$ cat config.mk
export PLATFORM = sky130hd
export DESIGN_NAME = proc_ctrl
export DESIGN_NICKNAME = d
export VERILOG_FILES = /design/src/rtl/proc_ctrl.sv
export SDC_FILE = /design/constraint.sdc
export NUM_CORES = 1
export LEC_CHECK = 0
export CORE_AREA = 2 2 74 76
export CTS_CLUSTER_DIAMETER = 200
export CTS_CLUSTER_SIZE = 10
export DETAILED_ROUTE_END_ITERATION = 8
export DIE_AREA = 0 0 76 78
export PLACE_DENSITY = 0.73
export SLEW_MARGIN = 20
export SYNTH_ARGS = -nofsm -noshare
export SYNTH_HDL_FRONTEND = slang
export SYNTH_SLANG_ARGS = --single-unit
$ cat constraint.sdc
create_clock -name CLK -period 5.6 [get_ports CLK]
set_clock_uncertainty 0.05 [all_clocks]
set_input_delay 1.12 -clock CLK [delete_from_list [all_inputs] [get_ports CLK]]
set_output_delay 1.12 -clock CLK [all_outputs]
set_load 0.01 [all_outputs]
$ cat src/rtl/proc_ctrl.sv
// Run-control sequencer and instruction decoder for the 8-bit processor datapath.
// Stretches LOAD into two cycles and keeps saturating cycle/retire counters.
//
// state   | meaning
// --------+-----------------------------------------------------------
// IDLE    | waiting for start, PC held, no strobes
// INIT    | one-cycle datapath START pulse, counters cleared on entry
// RUN     | one instruction decoded per cycle
// LOAD_WB | second LOAD cycle: memory data written back, PC released
// HALTED  | HALT or done_in seen; counters frozen, start re-runs
module proc_ctrl #(
    parameter int CNT_W = 16
) (
    input  logic             CLK,
    input  logic             reset,
    input  logic             start,
    input  logic [3:0]       opcode,
    input  logic             fcode,
    input  logic             done_in,
    output logic             dp_start,
    output logic             pc_hold,
    output logic             CTRL_branch_rel_nz,
    output logic             CTRL_branch_rel_z,
    output logic             CTRL_branch_abs,
    output logic             CTRL_reg_write_en,
    output logic             CTRL_reg_sel,
    output logic             CTRL_lut_in,
    output logic             CTRL_mem_to_reg,
    output logic             CTRL_alu_src,
    output logic             CTRL_alu_sc_in,
    output logic             CTRL_read_mem,
    output logic             CTRL_write_mem,
    output logic [2:0]       CTRL_alu_op,
    output logic             busy,
    output logic             halted,
    output logic [CNT_W-1:0] cycle_count,
    output logic [CNT_W-1:0] instr_count
);

    typedef enum logic [2:0] {
        S_IDLE    = 3'd0,
        S_INIT    = 3'd1,
        S_RUN     = 3'd2,
        S_LOAD_WB = 3'd3,
        S_HALTED  = 3'd4
    } state_t;

    state_t           r_state;
    state_t           w_next;
    logic [CNT_W-1:0] r_cycle;
    logic [CNT_W-1:0] r_instr;
    logic             w_is_load;
    logic             w_is_halt;
    logic             w_cnt_clr;
    logic             w_cycle_inc;
    logic             w_instr_inc;

    assign w_is_load = (opcode == 4'd9);
    assign w_is_halt = (opcode == 4'd15) && fcode;

    always_ff @(posedge CLK or posedge reset) begin
        if (reset) begin
            r_state <= S_IDLE;
        end else begin
            r_state <= w_next;
        end
    end

    always_comb begin
        w_next = r_state;
        case (r_state)
            S_IDLE:    if (start) w_next = S_INIT;
            S_INIT:    w_next = S_RUN;
            S_RUN: begin
                // done_in wins over LOAD: the writeback is abandoned
                if (w_is_halt || done_in) begin
                    w_next = S_HALTED;
                end else if (w_is_load) begin
                    w_next = S_LOAD_WB;
                end
            end
            S_LOAD_WB: w_next = S_RUN;
            S_HALTED:  if (start) w_next = S_INIT;
            default:   w_next = S_IDLE;
        endcase
    end

    always_comb begin
        dp_start           = 1'b0;
        pc_hold            = 1'b1;
        CTRL_branch_rel_nz = 1'b0;
        CTRL_branch_rel_z  = 1'b0;
        CTRL_branch_abs    = 1'b0;
        CTRL_reg_write_en  = 1'b0;
        CTRL_reg_sel       = 1'b0;
        CTRL_lut_in        = 1'b0;
        CTRL_mem_to_reg    = 1'b0;
        CTRL_alu_src       = 1'b0;
        CTRL_alu_sc_in     = 1'b0;
        CTRL_read_mem      = 1'b0;
        CTRL_write_mem     = 1'b0;
        CTRL_alu_op        = 3'd0;
        busy               = 1'b0;
        halted             = 1'b0;
        case (r_state)
            S_INIT: begin
                dp_start = 1'b1;
                pc_hold  = 1'b0;
                busy     = 1'b1;
            end
            S_RUN: begin
                busy    = 1'b1;
                pc_hold = 1'b0;
                if (!opcode[3]) begin
                    CTRL_alu_op       = opcode[2:0];
                    CTRL_reg_write_en = 1'b1;
                    CTRL_alu_sc_in    = (opcode[2:0] == 3'd1);
                end else begin
                    case (opcode[2:0])
                        3'd0: begin
                            CTRL_alu_src      = 1'b1;
                            CTRL_reg_write_en = 1'b1;
                        end
                        3'd1: begin
                            CTRL_read_mem = 1'b1;
                            pc_hold       = 1'b1;
                        end
                        3'd2: CTRL_write_mem     = 1'b1;
                        3'd3: CTRL_branch_rel_z  = 1'b1;
                        3'd4: CTRL_branch_rel_nz = 1'b1;
                        3'd5: CTRL_branch_abs    = 1'b1;
                        3'd6: begin
                            CTRL_reg_sel      = 1'b1;
                            CTRL_reg_write_en = 1'b1;
                            CTRL_branch_abs   = 1'b1;
                        end
                        default: begin
                            if (fcode) begin
                                pc_hold = 1'b1;
                            end else begin
                                CTRL_lut_in     = 1'b1;
                                CTRL_branch_abs = 1'b1;
                            end
                        end
                    endcase
                end
            end
            S_LOAD_WB: begin
                busy              = 1'b1;
                pc_hold           = 1'b0;
                CTRL_read_mem     = 1'b1;
                CTRL_mem_to_reg   = 1'b1;
                CTRL_reg_write_en = 1'b1;
            end
            S_HALTED: halted = 1'b1;
            default: ;
        endcase
    end

    assign w_cnt_clr   = ((r_state == S_IDLE) || (r_state == S_HALTED)) && start;
    assign w_cycle_inc = (r_state == S_RUN) || (r_state == S_LOAD_WB);
    assign w_instr_inc = (r_state == S_LOAD_WB) ||
                         ((r_state == S_RUN) && !w_is_load && !w_is_halt);

    always_ff @(posedge CLK or posedge reset) begin
        if (reset) begin
            r_cycle <= '0;
            r_instr <= '0;
        end else if (w_cnt_clr) begin
            r_cycle <= '0;
            r_instr <= '0;
        end else begin
            if (w_cycle_inc && (r_cycle != '1)) r_cycle <= r_cycle + 1'b1;
            if (w_instr_inc && (r_instr != '1)) r_instr <= r_instr + 1'b1;
        end
    end

    assign cycle_count = r_cycle;
    assign instr_count = r_instr;

endmodule

Word level (Yosys, flattened, before mapping)
Cells that the tools add are included.
W data, S select, Z words.
{ "op_classes": {"add_sub_neg": 2, "eq_ne": 16, "mux": 48, "reduce_logical": 25} }
{ "ops": {"columns": ["op", "n"], "rows": [
  ["$mux W16", 4],
  ["$mux W1", 33],
  ["$add A16 B1 Y16 const B", 2],
  ["$ne A16 B16 Y1 const B", 2],
  ["$mux W3", 5],
  ["$eq A3 B2 Y1 const B", 4],
  ["$eq A3 B3 Y1 const B", 4],
  ["$pmux W1 S2", 5],
  ["$pmux W3 S3", 1],
  ["$eq A4 B4 Y1 const B", 2],
  ["$reduce_or A2 Y1", 4],
  ["$reduce_or A7 Y1", 1],
  ["$eq A3 B1 Y1 const B", 2],
  ["$logic_and A1 B1 Y1", 6],
  ["$logic_not A3 Y1", 2],
  ["$reduce_or A6 Y1", 1],
  ["$reduce_or A5 Y1", 1],
  ["$logic_or A1 B1 Y1", 4],
  ["$reduce_bool A2 Y1", 2],
  ["$ne A3 B3 Y1 const B", 1],
  ["$reduce_or A3 Y1", 1],
  ["$logic_not A1 Y1", 2],
  ["$ne A2 B1 Y1 const B", 1],
  ["$reduce_and A2 Y1", 1]
]} }
{ "totals": {"register_bits": 35, "output_inout_bits": 50, "word_cells": 94} }

Logic depth before layout (Yosys ltp)
{ "depth": {"ltp_word": 8, "ltp_mapped": 8} }

Worst setup path after synthesis
No wires, ideal clock.
{ "synth_path": {"kind": "in2out", "from": "input opcode[0]", "to": "output CTRL_alu_sc_in", "arrival_ns": 1.976, "path_slack_ns": 2.454, "stages": 3, "n_path_buf": 1, "path_cell_list": "clkbuf_1 -> nor3b_1 -> and2_1"} }
{ "synth_between": {"elab_chain_len": 3} }
{ "synth_rtl": {"columns": ["element", "line", "text"], "rows": [
  ["start, declared", "17", "input logic [3:0] opcode,"],
  ["$eq A3 B1 Y1", "117", "CTRL_alu_sc_in = (opcode[2:0] == 3'd1);"],
  ["$mux W1", "114", "if (!opcode[3]) begin"],
  ["$mux W1", "105", "case (r_state)"],
  ["end, declared", "30", "output logic CTRL_alu_sc_in,"]
]} }
Every way passes these cells.

Worst setup path in the final report
{ "layout_path": {"from": "input opcode[1]", "to": "output pc_hold"} }
{ "layout_between": {"elab_chain_len": 5, "elab_cells_between_ends": 11, "cone_classes": "6 x eq/ne; 3 x mux; 2 x reduce/logical"} }
{ "layout_rtl": {"columns": ["element", "line", "text"], "rows": [
  ["$eq A3 B3 Y1 (tied with other cells)", "119", "case (opcode[2:0])"],
  ["$reduce_or A6 Y1 (no line)", null, null],
  ["$pmux W1 S2 *", "119", null],
  ["$mux W1 *", "114", null],
  ["$pmux W1 S2 *", "105", null],
  ["end, declared", "21", "output logic pc_hold,"]
]} }
Every way passes the cells marked *; elsewhere a longest branch is shown, timed or not.

==> results.md <==
* VDD IR max at 0.2199 mV
* Post-route DRC at 0
* Vias post-DR at 2,052
* GR Overflow Total at 0
* Synth-to-Final Area Change at 30.30%
* Worst Hold Class: reg2reg
* CTS Buf Count at 5
* Post-layout min period at 4.107 ns
* Flip-flop and latch area at 875.8 µm²
* Final Core Density at ~57%
* Cells after DPL at 371
* Area occupied by multi-input gates at between 1000 and 1500 µm²
* Worst Path Required at 4.43 ns
* I/O Buffers at 58
* First-pass GRT wire length at 9128 µm
* Final Hold Fails at 0
* Layout cells sized above 1 at 7.767%
* Post-DR wirelength/cell at 13.87 µm
* Hold Crit Start: r_state[2]
* Clock Latency Late Sink at 0.29 ns
* GRT Overall Usage at 18.72%
* Initial antenna violation count at 0
* First DRT Iteration DRCs at between 90 and 100
* WS Path Type: in2out
* Max Buffers Root-to-Sink at 2
* Final nets at 319
* Slew @ Worst Pin at approximately 0.75 ns
* Worst-path cell chain: clkdlybuf4s50_1 -> o21ai_2 -> a31oi_1 -> a21oi_1 -> clkdlybuf4s50_1
* Mapped Cells at 254
* Register area share after synthesis at 39.50%
* Outcome: finished, final reports clean
* Initial Util at 43.97%
* Clk slew on worst S/H paths at about 0.07 ns
* Number of filler cells placed in the layout at 465
* Fin Setup TNS at 0 ns
* Largest net degree at the start of global routing at 36
* Setup crit start kind: input pin
* Power per standard cell area at 286.9 nW/µm²
* TritonCTS Sinks at 35
* Setup ws final at between 1 and 1.5 ns
* Root Driver: clkbuf_8
* F_max at between 200 and 250 MHz
* Final setup viols at 0
* Vias per inst at 5.414
* Number of distinct library cells after synthesis at slightly below 60
* Maximum fanout along the worst path at 11
* CP peak stage delay at 0.60 ns
* Die area at 5928 µm²
* Hold buffer count at CTS at 0
* WP data arrival at 2.94 ns
* Detailed Place HPWL at 3810 µm
* EDFF count, synth at 0
* Synth warn at 0
* Post-Syn Area at 2217 µm²
* Slowest cell on crit path: clkdlybuf4s50_1
* CORE AREA at 5042 µm²
* Commonest non-fill, non-tap cell in the layout: clkdlybuf4s50_1
* Top FF cell, synth: dfrtp_1
* Syn_area_per_cell at 8.729 µm²
* Slew Limit Fails at 0
* Fin Hold WS at 0.4465 ns
* Net count after synthesis at roughly 270
* Rows at 26
* Most common cell on crit path: clkdlybuf4s50_1
* Post-Place Setup Slack at between 1.5 and 2 ns
* Post-CTS sizing at 0
* Diode count at 0
* Worst relative slew slack at 49.79%
* CP endpoint kind: primary output
* CTS H-tree depth at 2
* Routed WL at roughly 5300 µm
* Vias in the first global route at 1,963
* # IOs at 59
* Antenna Violating Nets Remaining at 0
* Fin crit share at 73.33%
* Reg-to-Reg Start: r_state[1]
* Final Non-Filler Cells at 379
* Die X at 76 µm
* Critical Path Source: opcode[1]
* CTS tree: done
* Pre-antenna DRT Iters at 4
* Post-synthesis register bit count at 35
* RSZ-0062 raised after global routing: false
* Commonest non-fill, non-tap cells in the layout: clkdlybuf4s50_1, dfrtp_1, nand2_1
* Async SR Flop Fraction at 100.0%
* Setup Buffers After CTS at 0
* Die span in y at 78 µm
* Pleak at 1.163 nW
* Max-cap violations at 0
* Routability congestion estimate at 0.8241
## synth_stat cells (4+ instances only)
library cell   n  area (µm²)
a21oi_1       11       55.05
nand3_1       17       85.08
and2_1         5       31.28
dfrtp_1       35       875.8
nand2_1       31       116.4
xor2_1         5       43.79
nand4_1       11       68.82
and3_1         4       25.02
nand2b_1       5       31.28
mux2i_1       11       110.1
nor3_1        12       60.06
and4_1         4       35.03
clkbuf_1       7       26.28
inv_1          5       18.77
o21ai_0        5       25.02
nor2_1        30       112.6
a31oi_1        5       31.28
## flip-flops by register name, summed over array words and instances, names as in the netlist
name and flops:
r_state 3, cycle_count 16, instr_count 16
## power breakdown
group          internal (mW)  total [mW]  switching (mW)
sequential             0.279       0.325          0.0452
clock                 0.0872       0.177          0.0899
combinational          0.142       0.327           0.185
total                  0.509       0.829           0.320
## per-layer routing
layer  vias to the layer above  part of all wire, %  GRT usage (%)
met5                         -                    0              0
met4                         0                 0.68          4.909
met3                         5                  4.9          3.837
met2                        45                   48          31.16
met1                       972                   46          25.02
li1                       1030                    -              -
## layout make-up
| class | count | share of cell area, % |
|---|---|---|
| Multi-Input combinational cell | 201 | 42.62 |
| Sequential cell | 35 | 30.32 |
| Tap cell | 70 | 3.032 |
| Inverter | 6 | 0.8662 |
| Timing Repair Buffer | 59 | 20.36 |
| Clock buffer | 7 | 2.642 |
| Clock inverter | 1 | 0.1732 |
## kinds of logic after synthesis
group | share of synthesized area (%)
mux | 4.966
flops | 39.50
simple gates | 34.93
fa+ha+maj | 1.128
buf+inv | 4.966
xor+xnor | 3.160
compound gates | 11.34
## worst paths after layout
path | slack [ns] | cells after the start | endpoint
setup / recovery | 1.49 | 5 | pc_hold
min in group asynchronous | 1.18 | 3 | instr_count[4]
setup reg to reg | 3.56 | 4 | instr_count[11]
hold reg to reg | 0.45 | 1 | r_state[1]
hold / removal | 0.45 | 1 | r_state[1]
max in group asynchronous | 4.01 | 3 | cycle_count[0]
## stage by stage
| step | total power [mW] | instance area (µm²) |
|---|---|---|
| global route | 0.8901 | 2889 |
| floorplan | 0.5448 | 2217 |
| finish | 0.8287 | 2889 |
| CTS | 0.8394 | 2889 |
| detailed placement | 0.6585 | 2808 |
| global placement | 0.6549 | 2808 |
## critical path: cells and delay by family
| kind | cells | cell delay, ns |
|---|---|---|
| AO/OA/AOI/OAI | 3 | 0.66 |
| buffers and inverters | 2 | 1.16 |
(Power assumes the default switching activity.)
